--- config.mk ---
export PLATFORM = sky130hd
export DESIGN_NAME = ex_mem_latch
export DESIGN_NICKNAME = d
export VERILOG_FILES = /design/src/rtl/cpu_types_pkg.sv /design/src/rtl/ex_mem_latch.sv
export SDC_FILE = /design/constraint.sdc
export NUM_CORES = 1
export LEC_CHECK = 0
export CORE_UTILIZATION = 35
export DETAILED_ROUTE_END_ITERATION = 8
export DONT_BUFFER_PORTS = 1
export SLEW_MARGIN = 20
export SYNTH_ARGS = -nofsm -noshare
export SYNTH_HDL_FRONTEND = slang
export SYNTH_SLANG_ARGS = --single-unit
--- constraint.sdc ---
create_clock -name CLK -period 4 [get_ports CLK]
set_clock_uncertainty 0.15 [all_clocks]
set_input_delay 0.8 -clock CLK [delete_from_list [all_inputs] [get_ports CLK]]
set_output_delay 0.8 -clock CLK [all_outputs]
set_load 0.05 [all_outputs]
--- src/rtl/cpu_types_pkg.sv ---
// Shared types for the 5-stage MIPS core: word/register widths, EX/MEM state and latched fields.
package cpu_types_pkg;

  localparam int WORD_W     = 32;
  localparam int REG_ADDR_W = 5;

  typedef logic [WORD_W-1:0]     word_t;
  typedef logic [REG_ADDR_W-1:0] regbits_t;

  typedef enum logic [1:0] {
    IDLE   = 2'd0,
    ACCESS = 2'd1,
    DONE   = 2'd2
  } exmem_state_t;

  typedef struct packed {
    logic     dren;
    logic     dwen;
    logic     wen;
    logic     memtoreg;
    logic     halt;
    regbits_t wsel;
    word_t    aluout;
    word_t    rdat2;
    word_t    pcp4;
    word_t    dload;
  } exmem_t;

endpackage

--- src/rtl/ex_mem_latch.sv ---
// EX/MEM pipeline register: latches EX results, issues the data-memory request and stalls until dhit.
// Optional forwarding outputs (fwd_valid/fwd_wsel/fwd_data) are built when EX_MEM_FWD_EN is defined.
//
//  state  | meaning
//  IDLE   | no access outstanding, latch may load on ihit
//  ACCESS | memory request driven, upstream stalled until dhit
//  DONE   | access finished, result held for MEM/WB until next load
module ex_mem_latch
  import cpu_types_pkg::*;
(
  input  logic                  CLK,
  input  logic                  nRST,
  input  logic                  ihit,
  input  logic                  dhit,
  input  logic                  flush,
  input  logic                  dREN_in,
  input  logic                  dWEN_in,
  input  logic                  WEN_in,
  input  logic                  MemtoReg_in,
  input  logic                  halt_in,
  input  logic [REG_ADDR_W-1:0] wsel_in,
  input  logic [WORD_W-1:0]     aluout_in,
  input  logic [WORD_W-1:0]     rdat2_in,
  input  logic [WORD_W-1:0]     pcp4_in,
  input  logic [WORD_W-1:0]     dmemload,
  output logic                  dREN_out,
  output logic                  dWEN_out,
  output logic [WORD_W-1:0]     dmemaddr,
  output logic [WORD_W-1:0]     dmemstore,
  output logic                  WEN_out,
  output logic                  MemtoReg_out,
  output logic                  halt_out,
  output logic [REG_ADDR_W-1:0] wsel_out,
  output logic [WORD_W-1:0]     aluout_out,
  output logic [WORD_W-1:0]     pcp4_out,
  output logic [WORD_W-1:0]     dload_out,
`ifdef EX_MEM_FWD_EN
  output logic                  fwd_valid,
  output logic [REG_ADDR_W-1:0] fwd_wsel,
  output logic [WORD_W-1:0]     fwd_data,
`endif
  output logic                  mem_busy
);

  exmem_state_t state, nxt_state;
  exmem_t       r, nxt;
  logic         en;

  always_ff @(posedge CLK or negedge nRST) begin
    if (!nRST) begin
      state <= IDLE;
      r     <= '0;
    end else begin
      state <= nxt_state;
      r     <= nxt;
    end
  end

  // A latched HALT freezes the whole register until reset.
  assign en = ihit & ~mem_busy & ~r.halt;

  always_comb begin
    nxt_state = state;
    nxt       = r;
    case (state)
      IDLE, DONE: begin
        if (en) begin
          if (flush) begin
            nxt       = '0;
            nxt_state = IDLE;
          end else begin
            nxt.dren     = dREN_in;
            nxt.dwen     = dWEN_in;
            nxt.wen      = WEN_in;
            nxt.memtoreg = MemtoReg_in;
            nxt.halt     = halt_in;
            nxt.wsel     = wsel_in;
            nxt.aluout   = aluout_in;
            nxt.rdat2    = rdat2_in;
            nxt.pcp4     = pcp4_in;
            nxt.dload    = '0;
            nxt_state    = (dREN_in | dWEN_in) ? ACCESS : IDLE;
          end
        end
      end
      ACCESS: begin
        if (dhit) begin
          nxt_state = DONE;
          if (r.dren) nxt.dload = dmemload;
        end
      end
      default: nxt_state = IDLE;
    endcase
  end

  assign mem_busy     = (state == ACCESS);
  assign dREN_out     = mem_busy & r.dren;
  assign dWEN_out     = mem_busy & r.dwen;
  assign dmemaddr     = r.aluout;
  assign dmemstore    = r.rdat2;
  assign WEN_out      = r.wen;
  assign MemtoReg_out = r.memtoreg;
  assign halt_out     = r.halt;
  assign wsel_out     = r.wsel;
  assign aluout_out   = r.aluout;
  assign pcp4_out     = r.pcp4;
  assign dload_out    = r.dload;

`ifdef EX_MEM_FWD_EN
  // A load still in flight has no data to forward yet.
  assign fwd_valid = r.wen & (r.wsel != '0) & ~(r.memtoreg & mem_busy);
  assign fwd_wsel  = r.wsel;
  assign fwd_data  = r.memtoreg ? r.dload : r.aluout;
`endif

endmodule
-- After elaboration in Yosys (flattened, before gate mapping)
Cells that the tools add are included.
- order comparisons: 0
- $mul: 0
- reduce and logical (&&, ||, !) cells: 6
- eq/ne operators: 5
- shift operators: 0
- muxes and demuxes: 10
- bitwise operators: 7
- divide/modulo/power cells: 0
- add/sub/neg operators: 0
- operator list (kind ; count):
    $mux 138 ; 1
    $mux 32 ; 3
    $pmux 32 s2 ; 1
    $and 1x1->1 ; 4
    $mux 2 ; 2
    $ne 2x2->1 const B ; 2
    $pmux 2 s2 ; 1
    $reduce_and 2->1 ; 2
    $reduce_and 4->1 ; 1
    $eq 2x1->1 const B ; 1
    $eq 2x2->1 const B ; 1
    $logic_not 2->1 ; 1
    $mux 1 ; 2
    $ne 2x1->1 const B ; 1
    $not 1->1 ; 2
    $reduce_bool 2->1 ; 1
    $reduce_or 2->1 ; 1
    $or 1x1->1 ; 1
- bits in latches: 0
- output and inout bits: 171
- ROM bits: 0
- memory bits (writable): 0
- memories: 0
- logic and storage cells: 39
- flip-flop bits (word level): 140

-- Depth between registers and ports, before layout
- depth in word-level cells: 6
- mapped depth: 6
- gate-level depth less buffers: 3

-- Worst setup path before layout
OpenSTA, ideal clock, no wires.
- kind: register -> output
- from: register state[0]
- to: output dREN_out
- required time: 3.050 ns
- slack: 1.270 ns
- arrival: 1.780 ns
- buffers on the path: 0
- cell stages (with the launch flop): 3
- cell sequence: dfrtp_1 -> nor2b_1 -> and2_1
- longest elaborated chain between the ends: 2
- ends and longest elaborated chain (element ; line ; source):
    start: declaration ; ex_mem_latch.sv:45 ; exmem_state_t state, nxt_state;
    start signal: assignment ; ex_mem_latch.sv:54 ; state <= nxt_state;
    $eq 2x1->1 ; ex_mem_latch.sv:96 ; assign mem_busy = (state == ACCESS);
    via mem_busy ; ex_mem_latch.sv:42 ; output logic mem_busy
    $and 1x1->1 ; ex_mem_latch.sv:97 ; assign dREN_out = mem_busy & r.dren;
    end: declaration ; ex_mem_latch.sv:26 ; output logic dREN_out,
The timed path passes the listed nets, and every way through them passes these cells.

-- Worst setup path in the final report
- from: register state[0]
- to: output dWEN_out
- longest elaborated chain between the ends: 2
- ends and longest elaborated chain (element ; line ; source):
    $eq 2x1->1 ; ex_mem_latch.sv:96 ;
    $and 1x1->1 ; ex_mem_latch.sv:98 ; assign dWEN_out = mem_busy & r.dwen;
    end: declaration ; ex_mem_latch.sv:27 ; output logic dWEN_out,
Every way passes these cells.

==> out/metrics.cfg <==
[run_status]
status=finished, violations left
failed_checks=negative hold slack

[clock_network]
cts_tree=yes
cts.repair.resized=0
path_clk_slew_ns=0.06
cts_buffers=17
cts_buffer_depth=2
root_buffer=clkbuf_16
cts_sinks=140
cts_htree_levels=4
clkLatencyLatePin_ns=0.42

[power]
seqPwrFrac_pct=53.5
finalPower_uw=3210
powerDensity_nw_per_um2=504
swShare_pct=28.2
intPower_uw=2300
ir_drop_uv=239
comb_power_share_pct=2.6
p_leak_uw=0.00285
clkPwrFrac_pct=43.9
switchingPower_uw=907

[setup_path]
crit_path_start_kind=flop
reg2reg_depth=3
worstPathMaxFanout=5
arrival_ns=1.54
worst-setup-path-type=flop to output pin
endpoint_kind=output pin
critPathSlowestCell=and2_1
critPathLaunch=state[0]
worstPathCellList=nor2b_1 > and2_1
cpPeakStageDelay_ns=0.49
required_ns=3.05
reg2reg_from=halt_out

[floorplan]
initial_core_util_pct=36.3
dieWidth_um=142
fp.dieH_um=142
pin_count=314
core_area_um2=19000
rows=50
dieArea_um2=20300

[synth]
yosysWarnings=0
ys_seq_area_share_pct=50.8
syn_area_per_cell_um2=9.71
ys_ff_latch=140
synth_edf_count=0
synth.distinct_cells=21
ys.flop_type=dfrtp_1
synth_nets=853
synth_cells=710
synthesis.area_um2=6900
synth_async_sr_flop_share_pct=100

[layout]
utilization_pct=33.5
layout_common_cells=dfrtp_1, nand2_1, nand2b_1, o21ai_1, a22o_1
antenna_cells=0
mostFrequentLayoutCell=dfrtp_1
area_growth_pct=-7.60
nNetsFinal=670
drive_gt1_share_pct=7.04

[sta]
tightestPinTransition_ns=0.998
setup_violations=0
slew_violations=0
rsz0062_at_grt=no
fmax_mhz=402
hold_viol=140
period_needed_ns=2.49
holdWs_ns=-0.0725
worst_slack_ns=1.51
relSlewSlack_pct=33.5
setup_tns_ns=0
final.period_utilization_pct=62.3

[placed_design]
dpl_worst_slack_ns=1.41
gp_congestion=0.693
io_buffers=0
place.detailed.hpwl_mm=9.25

[run]
drv_cap=0

[grt]
grt_max_degree=141
grt_pass1_wl_mm=20.1
antenna_found_initial=0
grt_pass1_vias=3785
gr-total-overflow=0
grt_usage_pct=12.9

[drt]
ant_nets=0
vias_per_cell=4.63
dr.pass1.iters=4
wl_per_cell_um=16.5
drc=0
vias=3707
drtIter0Drc=123
routed_wl_mm=13.2

[hold_path]
worstHoldPathType=input port to async pin

==> per-stage QoR <==
stage / area (um^2) / instances
global placement: 5850 / 768
finish: 6370 / 800
global route: 6370 / 800
detailed placement: 5850 / 768
CTS: 6370 / 800
floorplan: 6900 / 710
==> power groups by stage <==
stage,sequential (uW),combinational [uW],clock (uW)
floorplan,1520,385,0
global placement,1740,81.1,0
detailed placement,1740,86.2,0
CTS,1720,85.5,1460
global route,1720,99.3,1510
finish,1720,83.5,1410
==> metal layers <==
layer / global-route usage, % / up-vias / wire length [um] / share of wire [%]
li1: - / 1773 / - / -
met1: 13.9 / 1727 / 5170 / 39
met2: 20.9 / 187 / 6300 / 48
met3: 6.09 / 20 / 1390 / 11
met4: 7.19 / 0 / 318 / 2.4
met5: 0 / - / 0 / 0
==> cells in the mapped netlist (2+ instances only) <==
master	n	area (um^2)
o21ai_1	80	400
o21ai_0	25	125
nand2b_1	105	657
clkbuf_1	27	101
buf_2	12	60.1
nand2_1	106	398
inv_1	5	18.8
buf_4	166	1250
a22o_1	32	280
and2_1	2	12.5
dfrtp_1	140	3500
==> path summary, 6_finish.rpt <==
path / slack (ns) / endpoint
max in group asynchronous: 3.52 / dmemstore[6]
setup / recovery: 1.51 / dWEN_out
min in group CLK: 0.33 / state[0]
hold reg to reg: 0.34 / r[136]
setup reg to reg: 1.82 / MemtoReg_out
hold / removal: -0.07 / dmemstore[10]
==> area by class of cell <==
cell class                 count  area, um^2
multi-input combinational    359        1960
sequential                   140        3500
fill                        1967       12600
inverter                       5        18.8
clock inverter                13        92.6
clock buffer                  19         433
tap                          260         325
timing repair buffer           4        42.5
==> worst max-delay path, delay by kind of cell (launching register included) <==
family | cells | cell delay [ns]
flip-flops | 1 | 0.40
AND/OR/NAND/NOR | 2 | 0.72
==> repair_timing <==
item | in CTS | in global routing
setup endpoints to repair | 0 | 0
hold endpoints to repair | 140 | 140
setup buffers | 0 | 0
==> cell families after synthesis <==
family                 count (synthesis)  synth area share [%]
AND/OR/NAND/NOR                      217                  15.9
buffers and inverters                211                  20.8
AO/OA/AOI/OAI                        141                  12.3
flip-flops                           140                  50.8
multiplexers                           1                 0.145
==> state kept, by name (all words and copies together), names as in the netlist <==
register      cells
aluout_out       32
dload_out        32
dmemstore        32
pcp4_out         32
wsel_out          5
r                 2
state             2
MemtoReg_out      1
WEN_out           1
halt_out          1
Power figures use the tool's default switching activity.
